`src/rtl/gcd_arbiter.sv`:
```
// +------------------------------------------------------------------------+
// | gcd_arbiter: round-robin sharing of one iterative GCD engine among       |
// | NREQ requesters; zero operands are answered without the engine.          |
// | Optional macro GCD_TIMEOUT_EN adds a WAIT-state watchdog (err flag).     |
// | Revision: 1.0 - initial release                                          |
// +------------------------------------------------------------------------+
`default_nettype none

module gcd_arbiter #(
    parameter int NREQ           = 2,
    parameter int WIDTH          = 4,
    parameter int TIMEOUT_CYCLES = 255
) (
    input  logic                  clk,
    input  logic                  clr,
    input  logic [NREQ-1:0]       req,
    input  logic [NREQ*WIDTH-1:0] x_flat,
    input  logic [NREQ*WIDTH-1:0] y_flat,
    output logic [NREQ-1:0]       ack,
    output logic [WIDTH-1:0]      result,
    output logic                  err,
    output logic                  busy,
    output logic [NREQ-1:0]       grant,
    output logic                  eng_start,
    output logic [WIDTH-1:0]      eng_x,
    output logic [WIDTH-1:0]      eng_y,
    input  logic                  eng_done,
    input  logic [WIDTH-1:0]      eng_result
);

    localparam int            c_PW    = (NREQ > 1) ? $clog2(NREQ) : 1;
    localparam logic [1:0]    c_IDLE  = 2'd0;
    localparam logic [1:0]    c_ISSUE = 2'd1;
    localparam logic [1:0]    c_WAIT  = 2'd2;
    localparam logic [1:0]    c_RESP  = 2'd3;
    localparam logic [NREQ-1:0] c_ONE = NREQ'(1);

    logic [1:0]       r_state, w_state_nxt;
    logic [c_PW-1:0]  r_ptr, w_ptr_nxt;
    logic [c_PW-1:0]  r_gidx, w_gidx_nxt;
    logic [NREQ-1:0]  r_grant, w_grant_nxt;
    logic [NREQ-1:0]  r_ack, w_ack_nxt;
    logic             r_start, w_start_nxt;
    logic [WIDTH-1:0] r_eng_x, w_eng_x_nxt;
    logic [WIDTH-1:0] r_eng_y, w_eng_y_nxt;
    logic [WIDTH-1:0] r_result, w_result_nxt;
    logic             r_busy;
    logic             w_found;
    logic [c_PW-1:0]  w_sel;
    logic             w_tmo_hit;

    // First requester after the last-served index wins.
    always_comb begin
        w_found = 1'b0;
        w_sel   = '0;
        for (int k = 1; k <= NREQ; k++) begin
            automatic int idx = (int'(r_ptr) + k) % NREQ;
            if (!w_found && req[idx]) begin
                w_found = 1'b1;
                w_sel   = c_PW'(idx);
            end
        end
    end

    always_comb begin
        w_state_nxt  = r_state;
        w_ptr_nxt    = r_ptr;
        w_gidx_nxt   = r_gidx;
        w_grant_nxt  = r_grant;
        w_ack_nxt    = '0;
        w_start_nxt  = 1'b0;
        w_eng_x_nxt  = r_eng_x;
        w_eng_y_nxt  = r_eng_y;
        w_result_nxt = r_result;
        case (r_state)
            c_IDLE: begin
                if (w_found) begin
                    w_gidx_nxt  = w_sel;
                    w_grant_nxt = c_ONE << w_sel;
                    w_eng_x_nxt = x_flat[w_sel*WIDTH +: WIDTH];
                    w_eng_y_nxt = y_flat[w_sel*WIDTH +: WIDTH];
                    w_state_nxt = c_ISSUE;
                end
            end
            c_ISSUE: begin
                // The subtractive engine never finishes on a zero operand.
                if (r_eng_x == '0 || r_eng_y == '0) begin
                    w_result_nxt = r_eng_x | r_eng_y;
                    w_state_nxt  = c_RESP;
                end else begin
                    w_start_nxt = 1'b1;
                    w_state_nxt = c_WAIT;
                end
            end
            c_WAIT: begin
                if (eng_done) begin
                    w_result_nxt = eng_result;
                    w_state_nxt  = c_RESP;
                end else if (w_tmo_hit) begin
                    w_result_nxt = '0;
                    w_state_nxt  = c_RESP;
                end
            end
            c_RESP: begin
                w_ack_nxt   = r_grant;
                w_ptr_nxt   = r_gidx;
                w_grant_nxt = '0;
                w_state_nxt = c_IDLE;
            end
            default: w_state_nxt = c_IDLE;
        endcase
    end

    always_ff @(posedge clk) begin
        if (!clr) begin
            r_state  <= c_IDLE;
            r_ptr    <= c_PW'(NREQ - 1);
            r_gidx   <= '0;
            r_grant  <= '0;
            r_ack    <= '0;
            r_start  <= 1'b0;
            r_eng_x  <= '0;
            r_eng_y  <= '0;
            r_result <= '0;
            r_busy   <= 1'b0;
        end else begin
            r_state  <= w_state_nxt;
            r_ptr    <= w_ptr_nxt;
            r_gidx   <= w_gidx_nxt;
            r_grant  <= w_grant_nxt;
            r_ack    <= w_ack_nxt;
            r_start  <= w_start_nxt;
            r_eng_x  <= w_eng_x_nxt;
            r_eng_y  <= w_eng_y_nxt;
            r_result <= w_result_nxt;
            r_busy   <= (w_state_nxt != c_IDLE);
        end
    end

`ifdef GCD_TIMEOUT_EN
    localparam int c_TW = $clog2(TIMEOUT_CYCLES + 1);
    logic [c_TW-1:0] r_tcnt;
    logic            r_err;

    assign w_tmo_hit = (r_state == c_WAIT) && (r_tcnt == c_TW'(TIMEOUT_CYCLES - 1));

    // err stays up through RESP and the following ack cycle.
    always_ff @(posedge clk) begin
        if (!clr) begin
            r_tcnt <= '0;
            r_err  <= 1'b0;
        end else begin
            if (r_state == c_ISSUE)
                r_tcnt <= '0;
            else if (r_state == c_WAIT)
                r_tcnt <= r_tcnt + 1'b1;
            if (r_state == c_WAIT && !eng_done && w_tmo_hit)
                r_err <= 1'b1;
            else if (r_state == c_IDLE)
                r_err <= 1'b0;
        end
    end

    assign err = r_err;
`else
    assign w_tmo_hit = 1'b0;
    assign err       = 1'b0;
`endif

    assign ack       = r_ack;
    assign result    = r_result;
    assign busy      = r_busy;
    assign grant     = r_grant;
    assign eng_start = r_start;
    assign eng_x     = r_eng_x;
    assign eng_y     = r_eng_y;

endmodule

`default_nettype wire

```
`config.mk`:
```
export PLATFORM = sky130hd
export DESIGN_NAME = gcd_arbiter
export DESIGN_NICKNAME = d
export VERILOG_FILES = /design/src/rtl/gcd_arbiter.sv
export SDC_FILE = /design/constraint.sdc
export NUM_CORES = 1
export LEC_CHECK = 0
export BUFFER_PORTS_ARGS = -buffer_cell sky130_fd_sc_hd__buf_2
export CELL_PAD_IN_SITES_DETAIL_PLACEMENT = 0
export CELL_PAD_IN_SITES_GLOBAL_PLACEMENT = 1
export CORE_MARGIN = 2
export CORE_UTILIZATION = 37
export CTS_CLUSTER_SIZE = 24
export DETAILED_ROUTE_END_ITERATION = 8
export PLACE_DENSITY = 0.9
export REMOVE_ABC_BUFFERS = 1
export SETUP_SLACK_MARGIN = 0.02
export SYNTH_ARGS = -nofsm -noshare
export SYNTH_HDL_FRONTEND = slang
export SYNTH_SLANG_ARGS = --single-unit
```
`constraint.sdc`:
```
create_clock -name clk -period 3.92 [get_ports clk]
set_clock_uncertainty 0.1 [all_clocks]
set_input_delay 0.588 -clock clk [delete_from_list [all_inputs] [get_ports clk]]
set_output_delay 0.588 -clock clk [all_outputs]
set_load 0.01 [all_outputs]
```
==> flow_summary.ini <==
[detailed_routing]
wl_per_cell_um = 12.2
num_vias = 891
ant_nets = 0
finalWirelength_um = 2160
firstDrtPassIters = 4
drt_iter0_drc = 36
via_per_inst = 5.03
drc = 0

[finish]
layout.cells.non_filler = 177
final_nets = 177
n_fill_cell = 268
antenna_cells = 0
drive_gt1_share_pct = 34.2
syn2layout_area_growth_pct = 24.8

[sta]
layout_min_cycle_time_ns = 2.00
hold_viol_final = 0
setup_viol = 0
worstMarginPinSlew_ns = 1.03
timing.final.crit_share_pct = 50.9
rsz0062_at_grt = false
max_freq_mhz = 501
fin_tns_setup_ns = 0
drv_slew = 0
max_slew_margin_pct = 31.4

[critical_path]
cp_max_fo = 21
end_kind = flop
worst_ep_arrival_time_ns = 2.13
path_class = flop to flop
critPathLaunchType = flop
crit_required_ns = 4.05

[floorplanning]
die_area_mm2 = 0.00333
rows = 19
io-pin-count = 44
chipWidth_um = 57.7
start_util_pct = 38.7
die_h_um = 57.7
core_mm2 = 0.00276

[yosys]
avgSynthCellArea_um2 = 9.96
synth_seq_cells = 22
yosysTopAreaCellShare_pct = 41.3
synthFlopType = dfxtp_1
synth_common_cells = 22 x dfxtp_1, 15 x nand2_1, 14 x mux2i_1
synth_edf_count = 0
ys_seq_area_share_pct = 41.3
synth_area_mm2 = 0.00107
async_flop_share_pct = 0
yosys_warnings = 0
synth_top_area_cell = dfxtp_1
synth_area_leaders = dfxtp_1 41%, mux2i_1 13%, o211a_1 8.5%
syn_inst = 107
ys_types = 26
yosysMostFrequentCell = dfxtp_1

[pwr]
irDropWorstVdd_v = 0.000359
p_per_area_mw_per_mm2 = 731
p_leak_uw = 0.000685
total_power_uw = 973

[place]
dpl.cell_count = 173
dp_hpwl_um = 1660
gp_congestion = 0.742
port_buffers = 42

[clock_tree]
post-cts-setup-buffers = 0
clockBufferDepth = 2
h-tree-depth = 1
clk_pin_slew_ns = 0.13
root_buffer = clkbuf_4
numCtsBuffers = 3
clock-sinks = 22
cts_tree = yes
clk_latency_ns = 0.32
cts_resized = 0
hold_buffers = 0

[grt]
grtUsageTotal_pct = 14.8
grt_max_degree = 26
grt_pass1_wl_um = 3830
grt_antenna_before_repair = 0
first_global_vias = 880
overflow = 0

[job]
cap_violations = 0

[worst_hold_path]
hold_class = flop to flop

[outcome]
status = completed
placed cells by master (no fill, tap or decap):
cell type / count
dfxtp_1: 22
clkbuf_4: 3
bufinv_16: 1
o41ai_1: 1
nand2b_1: 5
o22ai_1: 1
nor4_2: 2
and2_1: 2
o311ai_0: 4
inv_1: 4
buf_2: 42
conb_1: 1
and3_2: 1
nor2_1: 2
a31oi_1: 1
a21boi_1: 1
o21ai_0: 3
or2_1: 1
and3_1: 2
a21oi_4: 1
o21a_1: 2
nand2_1: 15
mux2i_1: 14
o211a_1: 9
a21boi_0: 1
ha_1: 5
cells by family (layout without fill, tap and decap cells):
group,Yosys count,count (layout),synth area share [%]
AO/OA/AOI/OAI,24,24,19.5
other,1,1,0.352
flip-flops,22,22,41.3
AND/OR/NAND/NOR,30,30,14.9
adder cells (fa/ha/maj),5,5,5.87
multiplexers,14,14,13.1
buffers and inverters,11,50,4.93
critical path, cell delays in order, from the launching register on:
cell and delay, ns:
dfxtp_1 0.37, inv_1 0.12, ha_1 0.20, o21a_1 0.55, nand2_1 0.19, o211a_1 0.20
o21a_1 0.18
metrics by stage:
step / utilization, % / hold WS (ns) / cell area, µm² / setup slack, ns
after floorplan: - / 0.340 / 1030 / 1.96
after global placement: 46.3 / 0.345 / 1280 / 1.64
after detailed placement: 46.3 / 0.351 / 1280 / 1.57
after CTS: 48.2 / 0.369 / 1330 / 1.92
after global routing: 48.2 / 0.404 / 1330 / 1.69
final: 48.2 / 0.364 / 1330 / 1.92
worst paths after layout:
| kind | start | endpoint | slack [ns] | depth (start not counted) |
|---|---|---|---|---|
| setup reg to reg | r_state[0] | grant[0] | 1.92 | 6 |
| hold reg to reg | result[0] | result[0] | 0.36 | 2 |
| setup / recovery | r_state[0] | grant[0] | 1.92 | 6 |
| hold / removal | result[0] | result[0] | 0.36 | 2 |
area by class of cell:
| class | count | area [µm²] | area share, % |
|---|---|---|---|
| clock buffer | 3 | 22.5 | 1.69 |
| clock inverter | 1 | 30.0 | 2.26 |
| inverter | 4 | 15.0 | 1.13 |
| multi-input combinational | 74 | 573 | 43.1 |
| sequential | 22 | 440 | 33.1 |
| tap | 31 | 38.8 | 2.92 |
| timing repair buffer | 42 | 210 | 15.8 |
per-layer routing:
metal	vias up	track usage, %	wire length (µm)
li1	455	-	-
met3	5	2.90	140
met1	401	19.3	1010
met2	30	23.2	963
met4	0	7.97	51
met5	-	0	0
state kept, by name, indices dropped and copies added, names as in the netlist, 2 cells and up:
signal   flops
ack          2
eng_x        4
eng_y        4
grant        2
r_state      2
result       4
power by group:
part	switching, µW	internal, µW	leakage, µW	total [µW]
logic	227	191	0.000476	419
registers	70.8	307	0.000181	378
clock network	72.9	103	0.0000279	176
total	371	602	0.000685	973
No activity file was read; power rests on OpenSTA's default activity.
